### config.mk
export PLATFORM = sky130hd
export DESIGN_NAME = snake_step_ctrl
export DESIGN_NICKNAME = d
export VERILOG_FILES = /design/src/rtl/snake_step_ctrl.sv
export SDC_FILE = /design/constraint.sdc
export NUM_CORES = 1
export LEC_CHECK = 0
export BUFFER_PORTS_ARGS = -buffer_cell sky130_fd_sc_hd__clkbuf_2
export CAP_MARGIN = 30
export CORE_ASPECT_RATIO = 1.2
export CORE_MARGIN = 3
export CORE_UTILIZATION = 39
export CTS_BUF_LIST = sky130_fd_sc_hd__clkbuf_16
export CTS_CLUSTER_SIZE = 40
export DETAILED_ROUTE_END_ITERATION = 7
export PLACE_DENSITY_LB_ADDON = 0.15
export SYNTH_ARGS = -nofsm -noshare
export SYNTH_HDL_FRONTEND = slang
export SYNTH_SLANG_ARGS = --single-unit
### constraint.sdc
create_clock -name i_clk -period 3.9 [get_ports i_clk]
set_input_delay 0.195 -clock i_clk [delete_from_list [all_inputs] [get_ports i_clk]]
set_output_delay 0.195 -clock i_clk [all_outputs]
set_load 0.005 [all_outputs]
### src/rtl/snake_step_ctrl.sv
// Game sequencer for the snake Core: game FSM, speed-scaled step strobe,
// reversal-proof heading filter and a free-running LFSR for random_direction.
module snake_step_ctrl #(
  parameter int unsigned TICK_BASE = 50,
  parameter int unsigned TICK_DEC  = 4,
  parameter int unsigned TICK_MIN  = 10,
  parameter logic [7:0]  LFSR_SEED = 8'hA5
) (
  input  logic       i_clk,
  input  logic       i_rst,
  input  logic       i_start,
  input  logic       i_pause,
  input  logic [2:0] user_direction,
  input  logic [3:0] size,
  input  logic       done,
  output logic       o_core_rst,
  output logic       o_step,
  output logic [1:0] o_direction,
  output logic [1:0] random_direction,
  output logic [2:0] o_state
);

  typedef enum logic [2:0] {
    ST_IDLE  = 3'd0,
    ST_INIT  = 3'd1,
    ST_RUN   = 3'd2,
    ST_PAUSE = 3'd3,
    ST_OVER  = 3'd4
  } state_t;

  localparam logic [15:0] BASE16 = 16'(TICK_BASE);
  localparam logic [15:0] DEC16  = 16'(TICK_DEC);
  localparam logic [15:0] MIN16  = 16'(TICK_MIN);
  localparam logic [1:0]  DIR_RIGHT = 2'b01;

  state_t      state_q;
  logic [15:0] cnt_q;
  logic [1:0]  dir_q;
  logic [1:0]  pend_q;
  logic [7:0]  lfsr_q;

  logic [15:0] prod_d;
  logic [15:0] period_d;
  logic [1:0]  ref_d;
  logic        accept_d;
  logic        fb_d;

  // Period = max(TICK_MIN, TICK_BASE - TICK_DEC*size), saturating at the floor.
  always_comb begin
    prod_d = DEC16 * {12'd0, size};
    if (prod_d >= BASE16) begin
      period_d = MIN16;
    end else if ((BASE16 - prod_d) < MIN16) begin
      period_d = MIN16;
    end else begin
      period_d = BASE16 - prod_d;
    end
  end

  // Strobes are combinational so they can be suppressed in the done/reset cycle.
  assign o_step     = (state_q == ST_RUN) && (cnt_q == 16'd0) && !done && !i_rst;
  assign o_core_rst = (state_q == ST_INIT) && !i_rst;

  // In a step cycle the reference is the heading about to be committed.
  always_comb begin
    ref_d    = o_step ? pend_q : dir_q;
    accept_d = !user_direction[2] && (user_direction[1:0] != (ref_d ^ 2'b10));
    fb_d     = lfsr_q[7] ^ lfsr_q[5] ^ lfsr_q[4] ^ lfsr_q[3];
  end

  always_ff @(posedge i_clk) begin
    if (i_rst) begin
      state_q <= ST_IDLE;
      cnt_q   <= 16'd0;
      dir_q   <= DIR_RIGHT;
      pend_q  <= DIR_RIGHT;
      lfsr_q  <= LFSR_SEED;
    end else begin
      lfsr_q <= {lfsr_q[6:0], fb_d};
      case (state_q)
        ST_IDLE: begin
          if (i_start) begin
            state_q <= ST_INIT;
          end
        end
        ST_INIT: begin
          state_q <= ST_RUN;
          dir_q   <= DIR_RIGHT;
          pend_q  <= DIR_RIGHT;
          cnt_q   <= BASE16 - 16'd1;
        end
        ST_RUN: begin
          if (done) begin
            state_q <= ST_OVER;
          end else begin
            if (i_pause) begin
              state_q <= ST_PAUSE;
            end
            // The pause cycle itself still counts and may still step.
            if (o_step) begin
              cnt_q <= period_d - 16'd1;
              dir_q <= pend_q;
            end else if (cnt_q != 16'd0) begin
              cnt_q <= cnt_q - 16'd1;
            end
            if (accept_d) begin
              pend_q <= user_direction[1:0];
            end
          end
        end
        ST_PAUSE: begin
          if (i_pause) begin
            state_q <= ST_RUN;
          end
        end
        ST_OVER: begin
          if (i_start) begin
            state_q <= ST_INIT;
          end
        end
        default: begin
          state_q <= ST_IDLE;
        end
      endcase
    end
  end

  assign o_direction      = dir_q;
  assign random_direction = lfsr_q[1:0];
  assign o_state          = state_q;

endmodule

==> results of run 1 <==
[synthesized netlist by cell type, drive strengths merged, types with 2 or more instances]
master	n	area (µm²)
clkbuf	4	15.01
ha	2	25.02
or2b	2	15.01
nand2b	6	40.04
nor3	13	65.06
nor4	5	52.55
dfxtp	31	620.6
a211oi	3	22.52
nand3	4	20.02
buf	5	42.53
a21oi	23	115.1
o21ai	21	105.1
nor2b	8	50.05
nor4b	2	32.53
xor2	3	26.28
o21bai	2	15.01
a22oi	2	15.01
nor2	36	135.1
nand2	9	33.78
nor3b	3	22.52
mux2i	4	40.04
inv	5	18.77
or3	5	31.28
nand3b	2	15.01
or2	5	31.28
[kinds of logic after synthesis]
family / share of synthesized area [%]
fa+ha+maj: 1.442
simple gates: 33.53
buf+inv: 4.685
flops: 35.76
compound gates: 19.61
mux: 2.956
xor+xnor: 2.019
[final cells by class]
cell class	count	area, µm²
Fill cell	401	2098
Clock buffer	5	125.1
Inverter	6	23.77
Tap cell	54	67.56
Clock inverter	3	15.01
Sequential cell	31	620.6
Timing Repair Buffer	21	107.6
Multi-Input combinational cell	174	1040
[state kept, by name, indices dropped and copies added, names as in the netlist]
signal,flops
cnt_q,16
lfsr_q,8
o_state,3
o_direction,2
pend_q,2
[metal layers]
metal / wire length (µm) / global-route usage, % / vias up
met2: 1818 / 26.59 / 40
met5: 0 / 0 / -
met1: 1873 / 20.96 / 737
li1: - / - / 818
met4: 104 / 8.316 / 0
met3: 181 / 4.526 / 8
[worst paths after layout]
check,start,cells past startpoint,end
max,o_state[2]$_SDFFE_PP0P_,12,cnt_q[14]$_SDFFE_PP0P_
min,i_start,3,o_state[0]$_SDFFE_PP0P_
max reg2reg,o_state[2]$_SDFFE_PP0P_,12,cnt_q[14]$_SDFFE_PP0P_
min reg2reg,lfsr_q[6]$_SDFF_PP0_,1,lfsr_q[7]$_SDFF_PP1_
[critical path, cell delays in order, from the launching register on]
cell      delay (ns)
dfxtp_1         0.55
nor4b_4         0.13
nand2b_2        0.21
or3_1           0.42
clkinv_2        0.24
nor2_1          0.14
ha_1            0.20
nand2b_1        0.11
nor4_2          0.33
nand3_1         0.15
nor4_1          0.25
o21ai_0         0.12
a221o_1         0.34
[power by group through the flow]
stage,Sequential [mW],Clock [mW],Combinational [mW]
2_1_floorplan,0.352,0,0.125
3_3_place_gp,0.357,0,0.160
3_5_place_dp,0.357,0,0.158
4_1_cts,0.351,0.381,0.159
5_1_grt,0.353,0.395,0.183
6_report,0.351,0.374,0.161
==> metrics.md, run 1 <==
| Metric | Value |
|---|---|
| Port Buffers | `20` |
| Antenna violations before repair | `0` |
| Area delta synth->final | `15.21%` |
| WL per Instance | `13.53 µm` |
| Register area share after synthesis | `35.76%` |
| CP Capture Type | `flip-flop` |
| Final HPWL DP | `2.894 mm` |
| Syn nets | `234` |
| Max frequency | `0.3022 GHz` |
| Flop pwr share | `39.6%` |
| Clock transition at path regs | `0.05 ns` |
| Antenna cells | `0` |
| Die span in y | `79.08 µm` |
| Final design utilization | `48.79%` |
| Synthesized flop and latch total | `31` |
| Ratio of cells with drive above 1 in the final layout | `between 10% and 20%` |
| Synthesized instance count | `220` |
| Setup tns final | `0 ns` |
| Status | `finished, final reports clean` |
| Nets | `approximately 250` |
| CTS buffer count | `5` |
| Cell Area, Placed | `1853 µm²` |
| GR Overflow Total | `0` |
| Max-slew violations | `0` |
| Vias | `1603` |
| Crit Path Category | `reg2reg` |
| Antenna Violating Nets Remaining | `0` |
| Gpl congestion | `0.8501` |
| Max Root-Sink Buffers | `2` |
| Worst slew pin tran | `0.9704 ns` |
| Core area | `4098 µm²` |
| Drt via density | `5.452` |
| Combinational power share | `a little under a fifth` |
| Clock Power Share | `a little over two fifths` |
| Tot Pwr | `0.8857 mW` |
| Sink Count | `31` |
| Max rail drop VDD | `243.9 µV` |
| Internal power | `roughly 0.63 mW` |
| H-tree level count | `2` |
| Placed cell count | `286` |
| Pwr Density | `approximately 440 nW/µm²` |
| Netlist cell types | `46` |
| DP Worst Slack | `0.4499 ns` |
| Syn_area_per_cell | `7.888 µm²` |
| First-pass detailed-route iteration total | `4` |
| Largest net degree at the start of global routing | `32` |
| Skew-Pair Late Insertion Delay | `0.27 ns` |
| Fin cells | `294` |
| GRT Overall Usage | `16.88%` |
| Post-CTS Repair Setup Buffers | `0` |
| Post-CTS sizing | `0` |
| Leakage | `0.8146 nW` |
| Worst-path fanout max | `13` |
| P_sw | `0.2515 mW` |
| Startpoint types | `flip-flop` |
| Setup slack after layout | `0.5914 ns` |
| Post-synth top flop | `dfxtp_1` |
| Synth warn | `0` |
| Commonest non-fill, non-tap cell in the layout | `nor2_1` |
| RSZ-0062 raised after global routing | `false` |
| Worst slew margin | `34.81%` |
| Sw Ratio | `28.39%` |
| CTS tree | `yes` |
| Tmin final | `3.309 ns` |
| Setup Skew | `0.002380 ns` |
| First-pass GRT wire length | `between 6 and 7 mm` |
| Commonest cells after routing, fill and taps aside | `36 x nor2_1, 31 x dfxtp_1, 23 x a21oi_1` |
| Fin. Hold Viols | `0` |
| Rows | `25` |
| Cell Area, Synth | `1735 µm²` |
| Number of enable flip-flop cells after synthesis | `0` |
| Hold buffer count at CTS | `0` |
| Post-layout instance area | `between 1500 and 2000 µm²` |
| Share of flip-flops with an asynchronous set or reset | `0%` |
| Routed WL | `3.977 mm` |
| Vias in the first global route | `approximately 1500` |
| Post-route clock period utilization | `between 80% and 90%` |
| CP required | `4.06 ns` |
| Max-cap check violation count | `0` |
| DR iter-0 viols | `96` |
| Die area | `5290 µm²` |
| Starting Density | `42.35%` |
| Die X-Extent | `66.90 µm` |
| Final setup fails | `0` |
| Root Driver | `clkbuf_16` |
| IO Count | `21` |
| WHS | `0.1671 ns` |
| Critical Path AT | `around 3.5 ns` |
| Hold crit path type | `in2reg` |
| R2R setup slack | `between 0.5 and 0.6 ns` |
| # DRC | `0` |
No activity file was read; power rests on OpenSTA's default activity.
==> inputs of run 2 (changes only) <==
Settings changed: ABC_AREA set to 1.
Clock period 3.9 ns to 2.95 ns, I/O delays scaled along.
==> run 2 against run 1 <==
Die area increased by 11%; synthesized cell count increased by 40%; combinational power grew to 2.9 times the previous value; sequential share of layout area fell by 3.3 points; count of clock-buffer cells in the layout unchanged; final area grew 12%; cell count increased by 31%; clock skew increased by 0.0023 ns; critical endpoint is now cnt_q[5]$_SDFFE_PP0P_; largest power group unchanged.
==> metrics.md, run 2 <==
| Metric | Value |
|---|---|
| Max frequency | `0.4440 GHz` |
| Antenna cells | `0` |
| CP Capture Type | `flip-flop` |
| IO Count | `21` |
| Count leader, synth | `nand2_1` |
| GR Util met2 | `26.75%` |
| Crit Path Category | `reg2reg` |
| Max rail drop VDD | `between 400 and 500 µV` |
| GR peak layer | `met2` |
| Share of flip-flops with an asynchronous set or reset | `0%` |
| Core area | `roughly 4700 µm²` |
| GR Overflow Total | `0` |
| Antenna violations before repair | `0` |
| Cell Area, Synth | `1947 µm²` |
| First-pass GRT wire length | `7.590 mm` |
| Post-CTS sizing | `0` |
| Die area | `5879 µm²` |
| DR iter-0 viols | `96` |
| Leakage | `1.143 nW` |
| Worst slew margin | `62.69%` |
| Rows | `27` |
| Hold crit path type | `in2reg` |
| Final design utilization | `a little under half` |
| Tot Pwr | `1.531 mW` |
| # DRC | `0` |
| Max reg flops | `16` |
| Ratio of cells with drive above 1 in the final layout | `16.82%` |
| Setup Skew | `0.004716 ns` |
| Global-route track usage on met3 | `2.906%` |
| RSZ-0062 raised after global routing | `false` |
| First-pass detailed-route iteration total | `4` |
| Final HPWL DP | `3.315 mm` |
| Root Driver | `clkbuf_16` |
| Die X-Extent | `between 70 and 80 µm` |
| Max-cap check violation count | `0` |
| Nets | `340` |
| Netlist cell types | `35` |
| Status | `finished, final reports clean` |
| Starting Density | `41.46%` |
| CP required | `3.12 ns` |
| Skew-Pair Late Insertion Delay | `0.28 ns` |
| Max Root-Sink Buffers | `2` |
| CTS tree | `yes` |
| Area leader, netlist | `dfxtp_1` |
| Tmin final | `2.252 ns` |
| Post-route clock period utilization | `76.35%` |
| Startpoint types | `flip-flop` |
| Max-slew violations | `0` |
| H-tree level count | `2` |
| Pwr Density | `around 690 nW/µm²` |
| Die span in y | `between 80 and 90 µm` |
| Area delta synth->final | `14.72%` |
| WHS | `about 0.13 ns` |
| Critical Path AT | `2.42 ns` |
| Top reg by flops | `cnt_q` |
| Hold buffer count at CTS | `0` |
| Antenna Violating Nets Remaining | `0` |
| Syn nets | `321` |
| Gpl congestion | `about 0.87` |
| Fin. Hold Viols | `0` |
| Setup slack after layout | `0.6977 ns` |
| Synthesized instance count | `a little over 300` |
| Syn_area_per_cell | `6.342 µm²` |
| Worst-path fanout max | `14` |
| Routed WL | `4.414 mm` |
| Vias | `1867` |
| Commonest cells after routing, fill and taps aside | `70 x nand2_1, 51 x inv_1, 37 x nor2_1` |
| Port Buffers | `20` |
| CTS buffer count | `5` |
| Vias in the first global route | `between 1500 and 2000` |
| Largest net degree at the start of global routing | `29` |
| Worst slew pin tran | `around 0.56 ns` |
| Synthesized flop and latch total | `31` |
| DP Worst Slack | `0.6117 ns` |
| Drt via density | `4.849` |
| Setup tns final | `0 ns` |
| Number of enable flip-flop cells after synthesis | `0` |
| Sink Count | `31` |
| Register area share after synthesis | `31.88%` |
| Post-CTS Repair Setup Buffers | `0` |
| Commonest non-fill, non-tap cell in the layout | `nand2_1` |
| Area share of the largest cell type after synthesis | `31.88%` |
| Synth warn | `0` |
| Clock transition at path regs | `0.05 ns` |
| WL per Instance | `about 11 µm` |
| GR Util met1 | `roughly a fifth` |
| Final setup fails | `0` |
| GRT Overall Usage | `15.94%` |
| Synth top cells by count | `70 x nand2_1, 51 x inv_1, 37 x nor2_1` |
| Synth top area cells | `dfxtp_1 32%, nand2_1 13%, inv_1 9.8%, nand3_1 7.2%, nor2_1 7.1%` |
| Post-synth top flop | `dfxtp_1` |
==> run 2: cell types whose count changed in the layout (fill, tap and decap cells not counted), sizes merged, moves of 4 or more <==
cell / delta
nand2: +70
inv: +48
nand3: +27
nor3: -11
o21ai: -9
nor2b: -8
nor2: +7
nand2b: -6
nor4: -5
or3: -5
mux2i: -4
==> run 2: cell type report <==
type / count / area [µm²]
fillers: 495 / 2462
clock buffers: 5 / 125.1
repair buffers: 20 / 100.1
well taps: 58 / 72.57
multi-input cells: 215 / 1077
flip-flops and latches: 31 / 620.6
clock inverters: 3 / 38.79
inverters: 53 / 198.9
==> run 2: routing by layer <==
layer / up-vias / wire, µm / part of all wire [%]
met5: - / 0 / 0
met4: 0 / 102 / 2.3
met3: 7 / 150 / 3.4
met2: 28 / 2127 / 48
met1: 825 / 2034 / 46
li1: 1007 / - / -
==> run 2: critical path: stages (launching register included) <==
cell,delay [ns]
dfxtp_1,0.43
inv_1,0.11
nor3_1,0.14
inv_1,0.11
nand2_1,0.14
nand2_2,0.20
inv_1,0.16
nand2_1,0.14
inv_1,0.33
o21ai_0,0.15
o221ai_1,0.17
inv_1,0.05
==> run 2: cell families after synthesis <==
logic type	count (synthesis)	share of synthesized area, %
compound gates	44	13.18
xor+xnor	3	1.350
buf+inv	61	12.79
fa+ha+maj	2	1.285
flops	31	31.88
simple gates	166	39.52
==> run 2: where the power goes <==
| part | leakage, nW | switching, mW | internal (mW) |
|---|---|---|---|
| combinational | 0.808 | 0.308 | 0.159 |
| clock | 0.0812 | 0.180 | 0.393 |
| sequential | 0.254 | 0.0307 | 0.460 |
| total | 1.14 | 0.519 | 1.01 |
==> run 2: path summary, 6_finish.rpt <==
check,from,endpoint,slack [ns],cells after the start
max,o_state[0]$_SDFFE_PP0P_,cnt_q[5]$_SDFFE_PP0P_,0.70,11
min reg2reg,lfsr_q[2]$_SDFF_PP1_,lfsr_q[3]$_SDFF_PP0_,0.41,2
min,done,o_state[1]$_SDFFE_PP0P_,0.13,2
max reg2reg,o_state[0]$_SDFFE_PP0P_,cnt_q[5]$_SDFFE_PP0P_,0.70,11
==> run 2: through the flow <==
step	cells	instance area (µm²)
floorplan	307	1947
global placement	377	2069
detailed placement	377	2069
CTS	385	2233
global route	385	2233
finish	385	2233
==> inputs of run 3 (changes only) <==
Settings changed: ABC_AREA 1 to 0.
Clock period 2.95 ns to 2.1 ns, I/O delays scaled along.
==> run 3 against run 2 <==
The flow now finishes with violations (negative setup slack); via count down 2.2%; clock skew up 0.0044 ns; sequential share of layout area down 3.8 points; critical path type unchanged; final area up 18%; critical path depth down 3; core utilization up 17 points; routed wire length up 9.8%; combinational power up 10%; global-route usage up 3.7 points; power up 21%; worst setup slack worse by 0.97 ns; count of clock-buffer cells in the layout unchanged.
==> metrics.md, run 3 (synthesized netlist as in run 1, its figures left out) <==
| Metric | Value |
|---|---|
| Drt via density | `5.339` |
| Final setup fails | `15` |
| FILL cells | `345` |
| CP required | `2.31 ns` |
| Vias | `1826` |
| Crit path cell chain | `nor4_4 > nand4_1 > or3_4 > buf_6 > nor4_4 > nor3_2 > o311ai_4 > mux2i_1` |
| Worst slew pin tran | `slightly above 0.5 ns` |
| First-pass detailed-route iteration total | `4` |
| CP Capture Type | `flip-flop` |
| Root Driver | `clkbuf_16` |
| Setup slack after layout | `-0.2694 ns` |
| Area delta synth->final | `52.05%` |
| CTS tree | `yes` |
| Clock transition at path regs | `0.05 ns` |
| GRT Overall Usage | `between 10% and 20%` |
| Gpl congestion | `0.8301` |
| DR iter-0 viols | `95` |
| CTS buffer count | `5` |
| Max reg flops | `16` |
| IO Count | `21` |
| Max rail drop VDD | `490.5 µV` |
| Max-slew violations | `0` |
| Vias in the first global route | `1765` |
| Starting Density | `42.35%` |
| Antenna cells | `0` |
| Startpoint types | `flip-flop` |
| Largest net degree at the start of global routing | `32` |
| Met3 routed WL | `210 µm` |
| Status | `complete, but fails checks` |
| Max frequency | `0.4221 GHz` |
| Final HPWL DP | `around 3.2 mm` |
| Tmin final | `2.369 ns` |
| CP top delay family | `simple AND/OR/NAND/NOR gates` |
| Die area | `5290 µm²` |
| Fin cells | `342` |
| WL per Instance | `around 14 µm` |
| Top Layer Used | `met4` |
| Most frequent CP cell | `nor4_4` |
| Worst slew margin | `65.49%` |
| Antenna violations before repair | `0` |
| H-tree level count | `2` |
| Slowest stage cell on the critical path | `or3_4` |
| Post-layout instance area | `2639 µm²` |
| Max Root-Sink Buffers | `2` |
| Skew-Pair Late Insertion Delay | `approximately 0.28 ns` |
| Core area | `4098 µm²` |
| Post-route clock period utilization | `112.8%` |
| Met2 routed WL | `2.411 mm` |
| First-pass GRT wire length | `7.921 mm` |
| # DRC | `0` |
| Port Buffers | `20` |
| Failing checks | `negative setup slack` |
| RSZ-0062 raised after global routing | `true` |
| Leakage | `1.129 nW` |
| Max-cap check violation count | `0` |
| Metal1 wirelength | `around 2.1 mm` |
| Die X-Extent | `roughly 67 µm` |
| DP Worst Slack | `-0.4231 ns` |
| Fin. Hold Viols | `0` |
| Antenna Violating Nets Remaining | `0` |
| GR Overflow Total | `0` |
| Worst-path fanout max | `3` |
| Critical Path AT | `around 2.6 ns` |
| Routed WL | `between 4 and 5 mm` |
| Nets | `roughly 300` |
| Die span in y | `79.08 µm` |
| Ratio of cells with drive above 1 in the final layout | `between 40% and 50%` |
| Rows | `25` |
| Sink Count | `31` |
| WP buf/inv | `1` |
| Hold crit path type | `in2reg` |
| Commonest cells after routing, fill and taps aside | `42 x buf_4, 30 x nor2_1, 22 x dfxtp_1` |
| Critical Path Max Stage Delay | `about 0.48 ns` |
| Crit Path Category | `reg2reg` |
| Top reg by flops | `cnt_q` |
| Pwr Density | `704.5 nW/µm²` |
| Setup Skew | `0.009138 ns` |
| Commonest non-fill, non-tap cell in the layout | `buf_4` |
| Placed cell count | `approximately 330` |
| Cell Area, Placed | `~2200 µm²` |
[run 3: cell count changes in the layout (fill, tap and decap cells not counted), sizes merged, moves of 9 or more]
cell / change
buf: +50
inv: -48
nand2: -70
nand3: -27
nor3: +11
o21ai: +9
[run 3: routing by layer]
layer	global-route usage (%)	vias up
met5	0	-
met4	8.114	0
met3	4.809	9
met2	31.94	40
met1	24.43	863
li1	-	914
[run 3: path summary, 6_finish.rpt]
kind,startpoint,to,slack [ns],cells past startpoint
setup reg to reg,cnt_q[1]$_SDFFE_PP0P_,pend_q[0]$_SDFFE_PP1P_,-0.27,8
setup / recovery,cnt_q[1]$_SDFFE_PP0P_,pend_q[0]$_SDFFE_PP1P_,-0.27,8
hold / removal,i_start,o_state[0]$_SDFFE_PP0P_,0.08,3
hold reg to reg,lfsr_q[6]$_SDFF_PP0_,lfsr_q[7]$_SDFF_PP1_,0.41,1
[run 3: what timing repair did]
action | 4_1_cts | 5_1_grt
gates resized for setup | 33 | 29
pin swaps | 18 | 15
gates cloned | 0 | 1
endpoints found under the setup margin | 17 | 18
setup buffers | 2 | 8
hold buffers | 0 | 0
[run 3: worst min-delay path: stages]
cell and delay [ns]:
clkbuf_2 0.09, a22oi_1 0.06, nor2_1 0.08
[run 3: power breakdown]
part / switching [mW] / internal [mW]
Sequential: 0.0202 / 0.622
Combinational: 0.260 / 0.255
Clock: 0.271 / 0.430
Total: 0.551 / 1.31
[run 3: per-stage QoR]
stage / hold WS [ns] / utilization (%) / TNS [ns] / power (mW)
2_1_floorplan: 0.2532 / - / -1.782 / 0.9196
3_3_place_gp: 0.3844 / 54.60 / -3.877 / 1.067
3_5_place_dp: 0.3804 / 54.60 / -4.164 / 1.067
4_1_cts: 0.09530 / 60.27 / -3.078 / 1.807
5_1_grt: 0.1092 / 64.40 / -4.671 / 1.945
6_report: 0.08276 / 64.40 / -2.978 / 1.859
[run 3: area by class of cell]
type                            count  area [µm²]  area share [%]
Clock buffer                        5       125.1           4.742
Clock inverter                      3       15.01          0.5690
Inverter                            6       35.03           1.328
Multi-Input combinational cell    174        1266           47.98
Sequential cell                    31       631.9           23.95
Tap cell                           54       67.56           2.560
Timing Repair Buffer               69       498.0           18.87
